<file path="src/rtl/i2c_master.sv">
// i2c_master: single-transfer open-drain I2C master (7-bit address, one byte write or read)
module i2c_master #(
    parameter int CLK_DIV = 4
) (
    input  logic       clk,
    input  logic       reset,
    input  logic       start,
    input  logic [6:0] addr,
    input  logic       rw,
    input  logic [7:0] wr_data,
    input  logic       sda_in,
    output logic       scl_oe,
    output logic       sda_oe,
    output logic       busy,
    output logic       done,
    output logic       nack,
    output logic [7:0] rd_data
);
    localparam int CW = $clog2(CLK_DIV);
    localparam logic [3:0] IDLE  = 4'd0;
    localparam logic [3:0] START = 4'd1;
    localparam logic [3:0] ADDR  = 4'd2;
    localparam logic [3:0] AACK  = 4'd3;
    localparam logic [3:0] WDATA = 4'd4;
    localparam logic [3:0] WACK  = 4'd5;
    localparam logic [3:0] RDATA = 4'd6;
    localparam logic [3:0] RNACK = 4'd7;
    localparam logic [3:0] STOP  = 4'd8;

    logic [3:0]    state;
    logic [CW-1:0] cnt;
    logic [1:0]    q;
    logic [2:0]    bits;
    logic [7:0]    sh;
    logic [7:0]    wd;
    logic          rw_r;
    logic          tick;
    logic          sample;
    logic          slot_end;

    assign tick     = busy && cnt == CW'(CLK_DIV - 1);
    assign sample   = tick && q == 2'd2;
    assign slot_end = tick && q == 2'd3;

    // Line drive is a pure decode of state and quarter, so reset releases the bus immediately
    always_comb begin
        scl_oe = 1'b0;
        sda_oe = 1'b0;
        case (state)
            START: begin
                scl_oe = q[1];
                sda_oe = q != 2'd0;
            end
            ADDR, WDATA: begin
                scl_oe = !q[1];
                sda_oe = !sh[7];
            end
            AACK, WACK, RDATA, RNACK: scl_oe = !q[1];
            STOP: begin
                scl_oe = q == 2'd0;
                sda_oe = !q[1];
            end
            default: ;
        endcase
    end

    always_ff @(posedge clk or posedge reset) begin
        if (reset) begin
            state   <= IDLE;
            cnt     <= '0;
            q       <= 2'd0;
            bits    <= 3'd0;
            sh      <= 8'd0;
            wd      <= 8'd0;
            rw_r    <= 1'b0;
            busy    <= 1'b0;
            done    <= 1'b0;
            nack    <= 1'b0;
            rd_data <= 8'd0;
        end else begin
            done <= 1'b0;
            cnt  <= (tick || !busy) ? '0 : cnt + 1'b1;
            if (tick) q <= q + 2'd1;
            // busy stays up through the done cycle so a start there is ignored
            if (done) busy <= 1'b0;
            case (state)
                IDLE: if (start && !busy) begin
                    busy  <= 1'b1;
                    nack  <= 1'b0;
                    sh    <= {addr, rw};
                    wd    <= wr_data;
                    rw_r  <= rw;
                    q     <= 2'd0;
                    state <= START;
                end
                START: if (slot_end) begin
                    bits  <= 3'd7;
                    state <= ADDR;
                end
                ADDR, WDATA: if (slot_end) begin
                    sh   <= {sh[6:0], 1'b0};
                    bits <= bits - 3'd1;
                    if (bits == 3'd0) state <= (state == ADDR) ? AACK : WACK;
                end
                AACK: begin
                    if (sample && sda_in) nack <= 1'b1;
                    if (slot_end) begin
                        sh    <= wd;
                        bits  <= 3'd7;
                        state <= nack ? STOP : rw_r ? RDATA : WDATA;
                    end
                end
                WACK: begin
                    if (sample && sda_in) nack <= 1'b1;
                    if (slot_end) state <= STOP;
                end
                RDATA: begin
                    if (sample) sh <= {sh[6:0], sda_in};
                    if (slot_end) begin
                        bits <= bits - 3'd1;
                        if (bits == 3'd0) state <= RNACK;
                    end
                end
                RNACK: if (slot_end) state <= STOP;
                STOP: if (slot_end) begin
                    done  <= 1'b1;
                    state <= IDLE;
                    if (rw_r) rd_data <= sh;
                end
                default: state <= IDLE;
            endcase
        end
    end
endmodule
</file>
<file path="config.mk">
export PLATFORM = sky130hd
export DESIGN_NAME = i2c_master
export DESIGN_NICKNAME = d
export VERILOG_FILES = /design/src/rtl/i2c_master.sv
export SDC_FILE = /design/constraint.sdc
export NUM_CORES = 1
export LEC_CHECK = 0
export CAP_MARGIN = 15
export CORE_ASPECT_RATIO = 0.75
export CORE_MARGIN = 4
export CORE_UTILIZATION = 40
export CTS_CLUSTER_DIAMETER = 80
export DETAILED_ROUTE_END_ITERATION = 8
export PLACE_DENSITY = 0.62
export SYNTH_ARGS = -nofsm -noshare
export SYNTH_HDL_FRONTEND = slang
export SYNTH_SLANG_ARGS = --single-unit
</file>
<file path="constraint.sdc">
create_clock -name clk -period 1.7 [get_ports clk]
set_input_delay 0.425 -clock clk [delete_from_list [all_inputs] [get_ports clk]]
set_output_delay 0.425 -clock clk [all_outputs]
set_load 0.01 [all_outputs]
</file>
# [Word level (Yosys, flattened, before mapping)]
# Index checks and enable logic that the tools add are counted.
[totals] n_memories=0 word_cells=101 latchBits=0 register_bits=39 inputBits=20 ramBits=0 romBits=0
[op_classes] reduce_logical=28 eq_ne=24 muxes=35 shifts=0 add_sub_neg=3 n_bitwise=0 mul=0 order_cmp=0 div=0
[ops] op="4-bit two-way mux" n=10
[ops] op="8-bit two-way mux" n=4
[ops] op="8-bit case mux with 4 select lines" n=1
[ops] op="4-bit case mux with 7 select lines" n=1
[ops] op="2-bit != test (second input constant)" n=9
[ops] op="4-bit by 3-bit equality test with 1-bit output (second input constant)" n=4
[ops] op="2-bit two-way mux" n=5
[ops] op="3-bit two-way mux" n=3
[ops] op="3-bit AND reduction" n=3
[ops] op="9-bit AND reduction" n=1
[ops] op="4-bit by 2-bit equality test with 1-bit output (second input constant)" n=2
[ops] op="2-bit by 1-bit != test with 1-bit output (second input constant)" n=4
[ops] op="2-bit OR reduction" n=4
[ops] op="1-bit two-way mux" n=7
[ops] op="2-bit equality test (second input constant)" n=3
[ops] op="1-bit case mux with 3 select lines" n=2
[ops] op="3-bit case mux with 2 select lines" n=1
[ops] op="2-bit nonzero test" n=3
[ops] op="6-bit OR reduction" n=1
[ops] op="1-bit logical AND" n=5
[ops] op="5-bit AND reduction" n=1
[ops] op="2-bit by 1-bit adder with 2-bit output (second input constant)" n=2
[ops] op="4-bit by 1-bit equality test with 1-bit output (second input constant)" n=1
[ops] op="4-bit equality test (second input constant)" n=1
[ops] op="other kinds (10)" n=12

# [Depth between registers and ports, before layout]
[depth] ltp_word=6 mapped_depth=6 mapped_depth_nobuf=6

# [Worst setup path before layout]
# OpenSTA, ideal clock, no wires.
[synth_timing] path_kind="reg-to-reg" from="register q[1]" to="register sh[0]" setup_time_ns=0.125 t_arrival_ns=1.522 t_required_ns=1.575 setup_slack_ns=0.053 path_buffers=0 path_stages_with_launch=6 synth_period_minus_slack_ns=1.647 cell_sequence="dfrtp_1 > ha_1 > nand2_1 > a221oi_4 > nand4_4 > mux2_4"
[synth_between] elab_chain_cells=4 word_cells_on_any_way=8 cone_classes="eq/ne (5); reduce/logical (3)"
[synth_rtl] element="start, declared" line_no="32" rtl="logic [1:0] q;"
[synth_rtl] element="start signal, assigned" line_no="83" rtl="if (tick) q <= q + 2'd1;"
[synth_rtl] element="2-bit equality test (on tied branches)" line_no="42, 43"
[synth_rtl] element="1-bit logical AND (on tied branches)" line_no="42, 43"
[synth_rtl] element="2-bit != test (no source line)"
[synth_rtl] element="5-bit AND reduction (no source line) *"
[synth_rtl] element="end signal, assigned" line_no="90" rtl="sh <= {addr, rw};"
[synth_rtl] element="end signal, assigned" line_no="101" rtl="sh <= {sh[6:0], 1'b0};"
[synth_rtl] element="end signal, assigned" line_no="108" rtl="sh <= wd;"
[synth_rtl] element="end, declared" line_no="34" rtl="logic [7:0] sh;"
# Every way passes the cells marked *; elsewhere a longest branch is shown, timed or not.
# A chain may end at the register's enable or synchronous reset.

# [Final worst setup path]
[layout_timing] from="register state[1]" to="output port scl_oe"
[layout_between] elab_chain_cells=3 word_cells_on_any_way=10 cone_classes="eq/ne (8); mux (1); reduce/logical (1)"
[layout_rtl] element="start, declared" line_no="30" rtl="logic [3:0] state;"
[layout_rtl] element="start signal, assigned" line_no="103" rtl="if (bits == 3'd0) state <= (state == ADDR) ? AACK : WACK;"
[layout_rtl] element="start signal, assigned" line_no="110" rtl="state <= nack ? STOP : rw_r ? RDATA : WDATA;"
[layout_rtl] element="4-bit by 2-bit equality test with 1-bit output / 4-bit by 3-bit equality test with 1-bit output (equally long branches)" line_no="49" rtl="case (state)"
[layout_rtl] element="6-bit OR reduction (no source line)"
[layout_rtl] element="1-bit case mux with 3 select lines *" line_no="49"
[layout_rtl] element="end, declared" line_no="12" rtl="output logic scl_oe,"
# Marked as above.

==> tab_implementation.tex <==
\begin{tabular}{lr}
\hline
Metric & Value \\
\hline
\multicolumn{2}{l}{\textbf{Final layout}} \\
Post-Layout Cell Count & 300 \\
Share of layout cells above drive strength 1 & 0.421 \\
Area grow syn2layout & 43.7\% \\
Final \#Nets & 265 \\
Final core area utilization & 0.598 \\
Fill count & 385 \\
Antenna cells & 0 \\
\multicolumn{2}{l}{\textbf{CTS}} \\
Number of buffers added by the clock tree synthesis step & 5 \\
H-tree lvl count & 2 \\
Worst-case clock buffer depth & 2 \\
Post-CTS Hold Fix Bufs & 0 \\
Source-to-sink clock delay at the later pin of the worst-skew pair & 0.29 ns \\
CTS tree & yes \\
Clock sink count & 39 \\
CTS clock-pin slew for the worst setup and hold paths & 0.08 ns \\
CTS root buf & clkbuf\_8 \\
\multicolumn{2}{l}{\textbf{Setup path}} \\
CP Data Arrival Time & 1.35 ns \\
Type of element launching the critical path & flop \\
Reg2reg setup slack & -0.06 ns \\
Top delay family on crit path & flip-flops \\
Critical Path End & scl\_oe \\
Crit-path max FO & 7 \\
CP bufs+invs & 2 \\
Worst path cell trace & buf\_6 -> nor3\_4 -> a22o\_1 -> buf\_2 \\
Critical path depth & 4 \\
Cells on worst reg2reg path & 5 \\
Path type of the worst setup path & flop to primary output \\
Slowest-stage cell, CP & dfrtp\_2 \\
Kind of end point of the critical path & primary output \\
CP Data Required Time & 1.27 ns \\
Largest incremental delay on the critical path & 0.50 ns \\
Startpoint of the lowest-slack register-to-register path & state[1] \\
Origin of the worst setup path & state[1] \\
End of the worst register-to-register path & sh[4] \\
\multicolumn{2}{l}{\textbf{Synthesis}} \\
Mapped Nets & 195 \\
Instance count of the mapped netlist & 169 \\
Post-synth ARST share & 1.00 \\
Post-Synthesis Cell Area & 2050 sq um \\
Number of storage elements in the synthesis netlist & 39 \\
Top cell type by total area after synthesis & dfrtp\_1 \\
Number of enable flip-flop cells after synthesis & 0 \\
Top flip-flop cell by instance count after synthesis & dfrtp\_1 \\
Portion of the post-synthesis area used by sequential elements & 0.476 \\
Biggest area contributors in the synthesized netlist & dfrtp\_1 (48\%), mux2\_2 (9.3\%), mux2\_4 (8.1\%) \\
Yosys top cell area share & 0.476 \\
Count leader, synth & dfrtp\_1 \\
Yosys warnings & 0 \\
Most numerous cell types in the synthesized netlist & dfrtp\_1 (39), mux2\_2 (17), nand2\_1 (12), mux2\_4 (11), inv\_1 (8) \\
Synthesized area per cell & 12.1 sq um \\
Synth cell types & 41 \\
\multicolumn{2}{l}{\textbf{Floorplan}} \\
Initial Utilization & 0.416 \\
Chip width & 90.7 microns \\
Die Outline Area & 6350 sq um \\
Number of standard-cell rows in the floorplan & 22 \\
Chip height & 70.0 microns \\
Floorplan core area & 4930 sq um \\
Number of I/O pins & 33 \\
\multicolumn{2}{l}{\textbf{Drt}} \\
Uppermost signal routing layer after detailed routing & met4 \\
Via count normalized by instance count & 5.27 \\
Number of DRC markers after the initial detailed-route iteration & 71 \\
Number of iterations in the first detailed-routing pass & 4 \\
DRC errors left & 0 \\
Metal3 WL & 198 microns \\
Total routed wire length on the met1 layer & 2390 microns \\
Residual antenna-violating net count after detailed routing & 0 \\
Aggregate routed wire length & 4910 microns \\
Routed length per placed instance & 16.4 microns \\
Met2 WL & 2280 microns \\
Via count of the routed design & 1580 \\
\multicolumn{2}{l}{\textbf{Placed design}} \\
Placer's final routability congestion estimate & 0.829 \\
Number of cells after detailed placement & 281 \\
DPL Wire Length & 3610 microns \\
DP Worst Slack & -0.406 ns \\
I/O Buffers & 32 \\
\multicolumn{2}{l}{\textbf{STA}} \\
Shortest clock period the worst path allows after layout & 1.77 ns \\
Fin. Hold Viols & 0 \\
Final sum of negative setup slack & -0.577 ns \\
Worst-case headroom to the max-slew limit & 0.808 \\
Final setup margin & -0.0742 ns \\
Final-report setup violation count & 10 \\
Part of the cycle the worst path needs & 1.04 \\
Worst clock skew on the final layout & 0.00986 ns \\
Unrepaired setup endpoints after global routing & yes \\
Maximum clock frequency & 564 MHz \\
Transition at the pin with the smallest max-transition slack & 0.286 ns \\
Final slew viol count & 0 \\
\multicolumn{2}{l}{\textbf{Power and ir drop}} \\
Net switching fraction of the power & 0.201 \\
Lkg Pwr & 1.36 nW \\
Cell area power density & 600 nW/um\^{}2 \\
Internal & 1.41 mW \\
Max rail drop VDD & 0.365 mV \\
P\_sw & 0.355 mW \\
Fraction of power consumed by the clock network & 0.430 \\
Share of total power in sequential cells & 0.524 \\
Combinational fraction of design power & 0.045 \\
Total Power & 1.77 mW \\
\multicolumn{2}{l}{\textbf{Global route}} \\
Global-route wire length before repair & 8090 microns \\
Via count of the first global-routing pass & 1669 \\
Global-route usage over all layers & 0.161 \\
Pin count of the biggest net entering global routing & 40 \\
Antenna violations before repair & 0 \\
Total overflow reported by the global router & 0 \\
\multicolumn{2}{l}{\textbf{Min path}} \\
Worst hold path class & flop to flop \\
Startpoint of the worst hold path & cnt[0] \\
\multicolumn{2}{l}{\textbf{Flow run}} \\
Maximum Capacitance Violations & 0 \\
\multicolumn{2}{l}{\textbf{Status}} \\
Outcome & finished, violations left \\
Failing checks & negative setup slack \\
\hline
\end{tabular}
[power groups by stage]
stage	logic, mW	registers, mW	clock network, mW
after global routing	0.0874	0.927	0.806
after floorplan	0.0231	0.945	0
after global placement	0.0811	0.945	0
final	0.0804	0.927	0.761
after CTS	0.0820	0.927	0.779
after detailed placement	0.0826	0.945	0
[stage by stage]
stage	hold WS (ns)	instance area (sq um)
after floorplan	0.415	2050
after global placement	0.427	2630
after detailed placement	0.441	2630
after CTS	0.457	2890
after global routing	0.473	2950
final	0.456	2950
[worst reg2reg max path, stage by stage, from the launching register on]
cell and delay, ns:
dfrtp_2 0.49, buf_4 0.19, nand2_4 0.06, a221oi_4 0.29, nand4_4 0.25, mux2_4 0.36
[repair_timing]
action                                  CTS  global route
resized for setup                        33            12
pin swaps                                10             4
setup buffers                            11             0
endpoints found under the setup margin   31            30
[state kept, by name, indices dropped and copies added (netlist names)]
name,flops
bits,3
busy,1
cnt,2
done,1
nack,1
q,2
rd_data,8
rw_r,1
sh,8
state,4
wd,8
[metal layers]
layer | vias up | track usage
li1 | 759 | -
met1 | 786 | 0.215
met2 | 29 | 0.260
met3 | 6 | 0.0431
met4 | 0 | 0.0407
met5 | - | 0
[cell type report]
cell class | count | area [sq um] | share of cell area
Timing Repair Buffer | 71 | 647 | 0.219
Tap cell | 60 | 75.1 | 0.0255
Clock buffer | 5 | 68.8 | 0.0233
Sequential cell | 39 | 978 | 0.332
Clock inverter | 3 | 43.8 | 0.0149
Inverter | 8 | 30.0 | 0.0102
Multi-Input combinational cell | 114 | 1100 | 0.375
[how the worst min path moves through the flow]
stage / endpoint / slack (ns) / depth (start not counted)
CTS: cnt[0] / 0.46 / 1
detailed placement: cnt[0] / 0.44 / 1
floorplan: cnt[0] / 0.41 / 1
global route: cnt[0] / 0.47 / 1
finish: cnt[0] / 0.46 / 1
global placement: cnt[0] / 0.43 / 1
[placed cells by master, fill, tap and decap left out, types with 2 or more instances in the layout]
cell	n
o21ai_1	4
clkdlybuf4s50_1	28
nor3b_1	2
clkbuf_8	5
inv_1	8
dfrtp_1	37
mux2_4	11
ha_2	2
nor3_4	3
nor3_1	2
a21oi_1	6
ha_1	3
buf_2	2
o21ai_0	2
dfrtp_2	2
nor2_1	4
nand2b_4	2
nand2_4	2
nand3_1	3
nand2_1	10
a22o_1	2
nand2b_1	2
buf_4	30
dlygate4sd2_1	2
a22oi_1	6
buf_6	7
mux2_2	17
o2bb2ai_1	7
[logic make-up after synthesis]
| group | count (synthesis) | synth area share |
|---|---|---|
| xor gates and xnor gates | 2 | 0.00854 |
| and+or+nand+nor | 41 | 0.130 |
| AOI/OAI and AO/OA | 36 | 0.135 |
| buffers and inverters | 16 | 0.0354 |
| DFF | 39 | 0.476 |
| adders and majority gates | 6 | 0.0366 |
| muxes | 29 | 0.179 |
Power figures use the tool's default switching activity.
